`src/rtl/alu_arb_pkg.sv`:
```
// Shared types and constants for the ALU arbiter.
//   state_e     : sequencer states (idle, execute, respond)
//   OPC_W       : opcode width
//   OPC_ILLEGAL : the one opcode the ALU does not implement
//   OPC_MAX     : highest legal opcode
package alu_arb_pkg;

  localparam int unsigned OPC_W = 3;
  localparam logic [OPC_W-1:0] OPC_ILLEGAL = 3'd7;
  localparam logic [OPC_W-1:0] OPC_MAX = 3'd6;

  typedef enum logic [1:0] {
    StIdle,
    StExec,
    StResp
  } state_e;

endpackage

```
`src/rtl/ALU1.sv`:
```
// Single-cycle combinational ALU shared by the arbiter.
// Ports:
//   opc  : operation select (0 add, 1 sub, 2 and, 3 or, 4 xor, 5 not M, 6 shift-left M with carry-in)
//   inM  : first operand
//   inN  : second operand
//   inC  : carry-in (add, shift-left)
//   outF : W-bit result, no width extension
//   zer  : result is zero
//   neg  : result MSB
module ALU1 #(
  parameter int unsigned W = 16
) (
  input  logic [2:0]   opc,
  input  logic [W-1:0] inM,
  input  logic [W-1:0] inN,
  input  logic         inC,
  output logic [W-1:0] outF,
  output logic         zer,
  output logic         neg
);

  always_comb begin
    outF = '0;
    case (opc)
      3'd0:    outF = inM + inN + {{(W-1){1'b0}}, inC};
      3'd1:    outF = inM - inN;
      3'd2:    outF = inM & inN;
      3'd3:    outF = inM | inN;
      3'd4:    outF = inM ^ inN;
      3'd5:    outF = ~inM;
      3'd6:    outF = {inM[W-2:0], inC};
      default: outF = '0;
    endcase
  end

  assign zer = (outF == '0);
  assign neg = outF[W-1];

endmodule

```
`src/rtl/alu_arbiter.sv`:
```
// Round-robin arbiter/sequencer sharing one ALU1 between NREQ requesters.
// One operation in flight: grant in IDLE, run the latched operands through the ALU in EXEC,
// hold the registered result in RESP until the consumer accepts it.
// Ports:
//   clk, rst            : clock, asynchronous active-low reset
//   req_valid/req_ready : per-requester request handshake (at most one ready bit high)
//   req_opc/inM/inN/inC : per-requester operation and operands
//   rsp_valid/rsp_ready : response handshake
//   rsp_id              : index of the requester owning the response
//   rsp_outF/zer/neg    : registered ALU result and flags (forced to 0 for an illegal opcode)
//   rsp_err             : latched opcode was illegal
//   busy                : sequencer is not idle
module alu_arbiter
  import alu_arb_pkg::*;
#(
  parameter int unsigned W    = 16,
  parameter int unsigned NREQ = 2,
  parameter int unsigned IDW  = $clog2(NREQ)
) (
  input  logic                       clk,
  input  logic                       rst,
  input  logic [NREQ-1:0]            req_valid,
  output logic [NREQ-1:0]            req_ready,
  input  logic [NREQ-1:0][OPC_W-1:0] req_opc,
  input  logic [NREQ-1:0][W-1:0]     req_inM,
  input  logic [NREQ-1:0][W-1:0]     req_inN,
  input  logic [NREQ-1:0]            req_inC,
  output logic                       rsp_valid,
  input  logic                       rsp_ready,
  output logic [IDW-1:0]             rsp_id,
  output logic [W-1:0]               rsp_outF,
  output logic                       rsp_zer,
  output logic                       rsp_neg,
  output logic                       rsp_err,
  output logic                       busy
);

  state_e state_q, state_d;

  logic [IDW-1:0]   ptr_q;
  logic [IDW-1:0]   g_q;
  logic [OPC_W-1:0] opc_q;
  logic [W-1:0]     inm_q, inn_q;
  logic             inc_q;

  logic             rsp_valid_q;
  logic [IDW-1:0]   rsp_id_q;
  logic [W-1:0]     rsp_outf_q;
  logic             rsp_zer_q, rsp_neg_q, rsp_err_q;

  logic             gnt_found;
  logic [IDW-1:0]   gnt_idx;
  logic             take, capture, complete;

  logic [W-1:0]     alu_f;
  logic             alu_zer, alu_neg;
  logic             opc_bad;

  // First valid requester at or after ptr, searching modulo NREQ.
  always_comb begin
    logic [IDW-1:0] j;
    gnt_found = 1'b0;
    gnt_idx   = '0;
    for (int i = 0; i < NREQ; i++) begin
      j = IDW'((32'(ptr_q) + 32'(i)) % NREQ);
      if (!gnt_found && req_valid[j]) begin
        gnt_found = 1'b1;
        gnt_idx   = j;
      end
    end
  end

  // Next-state and handshake decode.
  always_comb begin
    state_d   = state_q;
    req_ready = '0;
    take      = 1'b0;
    capture   = 1'b0;
    complete  = 1'b0;
    unique case (state_q)
      StIdle: begin
        // Gated by rst so no grant is advertised while reset is asserted.
        if (gnt_found && rst) begin
          req_ready[gnt_idx] = 1'b1;
          take               = 1'b1;
          state_d            = StExec;
        end
      end
      StExec: begin
        capture = 1'b1;
        state_d = StResp;
      end
      StResp: begin
        if (rsp_ready) begin
          complete = 1'b1;
          state_d  = StIdle;
        end
      end
      default: state_d = StIdle;
    endcase
  end

  always_ff @(posedge clk or negedge rst) begin
    if (!rst) begin
      state_q <= StIdle;
    end else begin
      state_q <= state_d;
    end
  end

  // The ALU only ever sees the latched operands.
  ALU1 #(
    .W(W)
  ) u_alu (
    .opc  (opc_q),
    .inM  (inm_q),
    .inN  (inn_q),
    .inC  (inc_q),
    .outF (alu_f),
    .zer  (alu_zer),
    .neg  (alu_neg)
  );

  assign opc_bad = (opc_q > OPC_MAX);

  always_ff @(posedge clk or negedge rst) begin
    if (!rst) begin
      ptr_q       <= '0;
      g_q         <= '0;
      opc_q       <= '0;
      inm_q       <= '0;
      inn_q       <= '0;
      inc_q       <= 1'b0;
      rsp_valid_q <= 1'b0;
      rsp_id_q    <= '0;
      rsp_outf_q  <= '0;
      rsp_zer_q   <= 1'b0;
      rsp_neg_q   <= 1'b0;
      rsp_err_q   <= 1'b0;
    end else begin
      if (take) begin
        g_q   <= gnt_idx;
        opc_q <= req_opc[gnt_idx];
        inm_q <= req_inM[gnt_idx];
        inn_q <= req_inN[gnt_idx];
        inc_q <= req_inC[gnt_idx];
      end
      if (capture) begin
        rsp_valid_q <= 1'b1;
        rsp_id_q    <= g_q;
        rsp_err_q   <= opc_bad;
        rsp_outf_q  <= opc_bad ? '0 : alu_f;
        rsp_zer_q   <= opc_bad ? 1'b0 : alu_zer;
        rsp_neg_q   <= opc_bad ? 1'b0 : alu_neg;
      end
      if (complete) begin
        rsp_valid_q <= 1'b0;
        // Pointer moves only when a response retires, one past its owner.
        ptr_q       <= IDW'((32'(g_q) + 32'd1) % NREQ);
      end
    end
  end

  assign rsp_valid = rsp_valid_q;
  assign rsp_id    = rsp_id_q;
  assign rsp_outF  = rsp_outf_q;
  assign rsp_zer   = rsp_zer_q;
  assign rsp_neg   = rsp_neg_q;
  assign rsp_err   = rsp_err_q;
  assign busy      = (state_q != StIdle);

  // Illegal opcode value is documented here so both definitions stay in step.
  if (OPC_ILLEGAL != OPC_MAX + 3'd1) begin : g_opc_check
    $error("OPC_ILLEGAL must be one past OPC_MAX");
  end

endmodule

```
`config.mk`:
```
export PLATFORM = sky130hd
export DESIGN_NAME = alu_arbiter
export DESIGN_NICKNAME = d
export VERILOG_FILES = /design/src/rtl/alu_arb_pkg.sv /design/src/rtl/ALU1.sv /design/src/rtl/alu_arbiter.sv
export SDC_FILE = /design/constraint.sdc
export NUM_CORES = 1
export LEC_CHECK = 0
export CAP_MARGIN = 10
export CORE_MARGIN = 2
export CORE_UTILIZATION = 40
export DETAILED_ROUTE_END_ITERATION = 7
export GPL_TIMING_DRIVEN = 0
export HOLD_SLACK_MARGIN = 0.05
export PLACE_DENSITY = 0.65
export SLEW_MARGIN = 10
export SYNTH_ARGS = -nofsm -noshare
export SYNTH_HDL_FRONTEND = slang
export SYNTH_SLANG_ARGS = --single-unit
```
`constraint.sdc`:
```
create_clock -name clk -period 4 [get_ports clk]
set_clock_uncertainty 0.2 [all_clocks]
set_input_delay 0.6 -clock clk [delete_from_list [all_inputs] [get_ports clk]]
set_output_delay 0.6 -clock clk [all_outputs]
set_load 0.1 [all_outputs]
```
Word-level counts from Yosys, hierarchy flattened
Index checks and enable logic that the tools add are counted.
{"block": "totals", "reg_bits": 61, "word_cells": 81}
{"block": "op_classes", "addsub": 5, "order_cmp": 5, "n_eq_ne": 10, "n_mux": 34, "bitwise": 4, "n_reduce_logical": 10}
{"cell": "16-bit case mux with 7 select lines", "count": 1}
{"cell": "16-bit two-way mux", "count": 5}
{"cell": "1-bit two-way mux", "count": 20}
{"cell": "16-bit by 1-bit adder with 16-bit output", "count": 1}
{"cell": "16-bit adder", "count": 1}
{"cell": "16-bit AND", "count": 1}
{"cell": "16-bit zero test", "count": 1}
{"cell": "16-bit inverter", "count": 1}
{"cell": "16-bit OR", "count": 1}
{"cell": "16-bit subtractor", "count": 1}
{"cell": "16-bit XOR", "count": 1}
{"cell": "3-bit == test, second input constant", "count": 3}
{"cell": "2-bit two-way mux", "count": 4}
{"cell": "3-bit by 2-bit == test with 1-bit output, second input constant", "count": 2}
{"cell": "1-bit by 2-bit less-than comparator with 1-bit output, second input constant", "count": 3}
{"cell": "3-bit two-way mux", "count": 2}
{"cell": "2-bit case mux with 3 select lines", "count": 1}
{"cell": "2-bit != test, second input constant", "count": 2}
{"cell": "2-bit nonzero test", "count": 2}
{"cell": "3-bit by 1-bit == test with 1-bit output, second input constant", "count": 1}
{"cell": "3-bit greater-than comparator, second input constant", "count": 1}
{"cell": "1-bit logical AND", "count": 3}
{"cell": "3-bit zero test", "count": 1}
{"cell": "1-bit adder, second input constant", "count": 2}
{"cell": "other kinds (7)", "count": 7}

Depth between registers and ports, before layout
{"block": "logic_depth", "depth_word": 12, "mapped_depth": 13, "ltp_nobuf": 13}

Hierarchy
Synthesis repeated with hierarchy kept, for this count alone.
{"block": "unflattened", "cells_unflattened": 671, "hier_area_um2": 5868.1}
{"module": "ALU1", "n_inst": 1, "cells_each": 434, "area_each_um2": 3032.9, "seq_area_each_um2": 0.0}
{"module": "alu_arbiter", "n_inst": 1, "cells_each": 237, "area_each_um2": 2835.2, "seq_area_each_um2": 1526.5}

Worst setup path after synthesis
No wires, ideal clock.
{"block": "synth_timing", "path_type": "register to output", "startpoint": "register state_q[0]", "endpoint": "output port req_ready[0]", "arrival_ns": 2.692, "required_time_ns": 3.200, "path_slack_ns": 0.508, "path_stages_with_launch": 6, "path_cell_list": "dfrtp_1 > or2_2 > nor2_1 > o21ai_0 > a21oi_1 > clkbuf_1"}
{"block": "synth_via", "elab_chain_cells": 2}
{"item": "start: declaration", "line": "alu_arbiter.sv:38", "rtl": "state_e state_q, state_d;"}
{"item": "start signal: assignment", "line": "alu_arbiter.sv:105", "rtl": "state_q <= StIdle;"}
{"item": "start signal: assignment", "line": "alu_arbiter.sv:107", "rtl": "state_q <= state_d;"}
{"item": "2-bit zero test", "line": "alu_arbiter.sv:80", "rtl": "unique case (state_q)"}
{"item": "2-bit two-way mux", "line": "alu_arbiter.sv:80"}
{"item": "end: declaration", "line": "alu_arbiter.sv:23", "rtl": "output logic [NREQ-1:0] req_ready,"}
Every way passes these cells.

Worst setup path after layout
{"block": "layout_timing", "startpoint": "input port rst", "endpoint": "output port req_ready[0]"}
{"block": "layout_via", "elab_chain_cells": 3}
{"item": "start: declaration", "line": "alu_arbiter.sv:21", "rtl": "input logic rst,"}
{"item": "1-bit logical AND", "line": "alu_arbiter.sv:83", "rtl": "if (gnt_found && rst) begin"}
{"item": "2-bit two-way mux", "line": "alu_arbiter.sv:83"}
{"item": "2-bit two-way mux", "line": "alu_arbiter.sv:80"}
Every way passes these cells.

==> Implementation_results.wiki <==
{| class="wikitable"
! Metric !! Value
|-
| Tightest Pin Transition || 1.30 ns
|-
| Final period utilization || 0.939
|-
| Worst Path Class, Setup || input pin to output pin
|-
| Initial core utilization || 0.412
|-
| Detailed-placement wirelength estimate || 14,600 um
|-
| Number of buffers inserted by port buffering || 100
|-
| CP peak stage delay || 0.63 ns
|-
| ANT cells || 0
|-
| Core area || 13,300 um^2
|-
| Via count of the first global-routing pass || 5,341
|-
| Remaining antenna violation count || 0
|-
| Required time reported for the critical path endpoint || 3.20 ns
|-
| I/O pin count || 101
|-
| Initial DRC Count || 587
|-
| Clk buf depth || 2
|-
| Hold/Removal Path Class || input pin to async pin
|-
| Routed len/inst || 19.9 um
|-
| Share of synthesized area occupied by flip-flops and latches || 0.274
|-
| Number of antenna violations at the first check in global routing || 0
|-
| Wire length of the first global-routing pass || 29,600 um
|-
| Number of synthesized flops with an enable pin || 0
|-
| Maximum fanout encountered on the critical timing path || 61
|-
| Count of maximum capacitance violations || 0
|-
| Synth Cell Area || 5470 um^2
|-
| Post-synthesis to final-layout area growth || 28.6%
|-
| Data arrival time of the critical path || 2.96 ns
|-
| Final routed DRC violation total || 0
|-
| Horizontal die dimension || 121 um
|-
| Layout net count || 882
|-
| Slowest stage cell, crit path || sky130_fd_sc_hd__clkdlybuf4s15_2
|-
| Mean Syn Cell Area || 8.54 um^2
|-
| Gpl congestion || 0.929
|-
| Predominant post-synthesis flop cell || sky130_fd_sc_hd__dfrtp_1
|-
| Rows || 42
|-
| Total nets after synthesis || 771
|-
| Insertion delay to the later sink of the worst-skew pair || 0.34 ns
|-
| Vertical extent of the die || 121 um
|-
| Highest clock frequency the design can meet || 266 MHz
|-
| Cell area after layout || 7040 um^2
|-
| Hold violation total from the final report || 0
|-
| Proportion of synthesized flip-flops having asynchronous set or reset || 1.00
|-
| Post-Synthesis Cells || 641
|-
| Root Buffer Master || sky130_fd_sc_hd__clkbuf_16
|-
| CP endpoint kind || output pin
|-
| Sum of routed wire length over all layers || 18,600 um
|-
| Crit-path leading delay family || buffers and inverters
|-
| Crit path launch type || input pin
|-
| Clock transition at the registers of the reported paths || 0.05 ns
|-
| Result of the run || completed
|-
| Shortest clock period the worst path allows after layout || 3.76 ns
|-
| TritonCTS clock tree || built
|-
| RSZ-0062 raised after global routing || no
|-
| Number of library cell types mapped by synthesis || 97
|-
| Area enclosed by the die boundary || 14,600 um^2
|-
| Relative slew slack || 0.129
|-
| Number of buffer and inverter stages on the critical path || 4
|-
| GRT Overall Usage || 0.264
|-
| Cell-by-cell listing of the critical path || buf_6, inv_1, nor2_1, o21ai_0, a21oi_2, clkbuf_1, clkdlybuf4s15_2
|-
| Post-DR vias/cell || 5.91
|-
| H-Tree Level Count || 3
|-
| Synth Warn # || 0
|-
| Detailed-routing iteration count for the pre-antenna-repair pass || 6
|-
| Filler cell count || 1,276
|-
| Number of endpoints failing setup at the final stage || 0
|-
| Setup Buffers After CTS || 0
|-
| Number of sinks on the clock net || 60
|-
| Remaining global-route overflow || 0
|-
| Fin Setup TNS || 0 ns
|-
| CTS Buf Count || 9
|-
| Flops & latches, synth || 60
|-
| Area after detailed placement || 6690 um^2
|-
| Share of post-route cells with drive strength above 1 || 0.0991
|-
| Pin count of the biggest net entering global routing || 62
|-
| Total vias in the final route || 5,512
|-
| Pins Over Slew Limit || 0
|}
==> state kept, by name, indices dropped and copies added (netlist names) <==
register and count:
rsp_valid 1, rsp_err 1, inm_q 16, rsp_outF 16, state_q 2, rsp_id 1
inn_q 16, opc_q 3, rsp_zer 1, ptr_q 1, inc_q 1, g_q 1
==> kinds of logic after synthesis <==
logic type,Yosys count,share of synthesized area
fa+ha+maj,53,0.125
buf+inv,131,0.101
mux,18,0.0368
xor+xnor,2,0.00320
compound gates,216,0.303
simple gates,161,0.156
flops,60,0.274
==> stage by stage <==
stage	setup slack [ns]	hold WS, ns	util	instances
3_3_place_gp	-2.64	0.259	0.503	917
6_report	0.244	0.0288	0.529	933
5_1_grt	0.0172	0.0837	0.529	933
3_5_place_dp	-0.828	0.273	0.503	917
2_1_floorplan	0.508	0.104	-	641
4_1_cts	0.0258	0.168	0.529	933
==> synth_stat cells (all sizes together), types with 3 or more instances <==
library cell / instances / area (um^2)
inv: 88 / 330
dfrtp: 60 / 1500
ha: 50 / 626
nand2: 40 / 153
a21oi: 38 / 194
a222oi: 38 / 380
nor2: 38 / 145
o21ai: 36 / 180
clkbuf: 25 / 118
buf: 18 / 104
nand2b: 14 / 95.1
nor3: 12 / 71.3
nand3: 11 / 55.1
o22ai: 11 / 68.8
a211oi: 10 / 80.1
mux2i: 10 / 100
a21o: 9 / 68.8
mux2: 7 / 78.8
nor2b: 7 / 43.8
o31ai: 6 / 50.1
or3: 6 / 43.8
a22oi: 5 / 37.5
a2bb2oi: 4 / 35.0
a311o: 4 / 40.0
and2: 4 / 25.0
and2b: 4 / 36.3
nor4: 4 / 25.0
o2111ai: 4 / 41.3
o211ai: 4 / 35.0
o221ai: 4 / 41.3
o31a: 4 / 35.0
a2111oi: 3 / 32.5
a211o: 3 / 27.5
a221o: 3 / 30.0
a221oi: 3 / 26.3
fa: 3 / 60.1
nand4: 3 / 18.8
nor3b: 3 / 27.5
o311a: 3 / 41.3
or2: 3 / 21.3
or4: 3 / 22.5
==> layout make-up <==
| cell class | count | area [um^2] | area share |
|---|---|---|---|
| Multi-Input combinational cell | 450 | 3420 | 0.486 |
| Sequential cell | 60 | 1500 | 0.213 |
| Timing Repair Buffer | 100 | 1000 | 0.142 |
| Inverter | 88 | 330 | 0.0470 |
| Clock buffer | 13 | 270 | 0.0384 |
| Buffer | 43 | 221 | 0.0315 |
| Tap cell | 176 | 220 | 0.0313 |
| Clock inverter | 3 | 67.6 | 0.00960 |
==> metal layers <==
metal  wire length, um  up-vias  global-route usage
met5                 0        -                   0
met4               274        0              0.0741
met3              1480       20              0.0348
met2              8330      286               0.410
met1              8490     2602               0.383
li1                  -     2604                   -
==> worst paths after layout <==
kind / startpoint / to / slack (ns) / depth (start not counted)
max: rst / req_ready[0] / 0.24 / 7
min: rst / inm_q[3] / 0.03 / 1
max reg2reg: inm_q[3] / rsp_zer / 0.35 / 12
min reg2reg: rsp_outF[12] / rsp_outF[12] / 0.27 / 2
max in group asynchronous: rst / rsp_outF[9] / 3.17 / 1
min in group clk: rsp_outF[12] / rsp_outF[12] / 0.27 / 2
==> timing repair <==
action / CTS / global route
hold endpoints to repair: 0 / 0
resized for setup: 5 / 1
endpoints found under the setup margin: 2 / 1
hold buffers: 0 / 0
==> placed cells by master, fill, tap and decap left out, types with 8 or more instances in the layout <==
cell,count
sky130_fd_sc_hd__dfrtp_1,60
sky130_fd_sc_hd__clkbuf_16,9
sky130_fd_sc_hd__nand3_1,11
sky130_fd_sc_hd__nor3_1,11
sky130_fd_sc_hd__nand2_1,39
sky130_fd_sc_hd__a21o_1,8
sky130_fd_sc_hd__buf_2,11
sky130_fd_sc_hd__o21ai_0,27
sky130_fd_sc_hd__ha_1,50
sky130_fd_sc_hd__clkbuf_1,23
sky130_fd_sc_hd__mux2i_1,10
sky130_fd_sc_hd__o21ai_1,9
sky130_fd_sc_hd__a211oi_1,9
sky130_fd_sc_hd__a21oi_1,36
sky130_fd_sc_hd__nor2_1,37
sky130_fd_sc_hd__clkdlybuf4s50_1,97
sky130_fd_sc_hd__nand2b_1,13
sky130_fd_sc_hd__o22ai_1,11
sky130_fd_sc_hd__a222oi_1,38
sky130_fd_sc_hd__inv_1,87
Power is left out: the tool's default activity adds up to more than one toggle a clock period on the data nets, which glitch-free logic cannot reach.
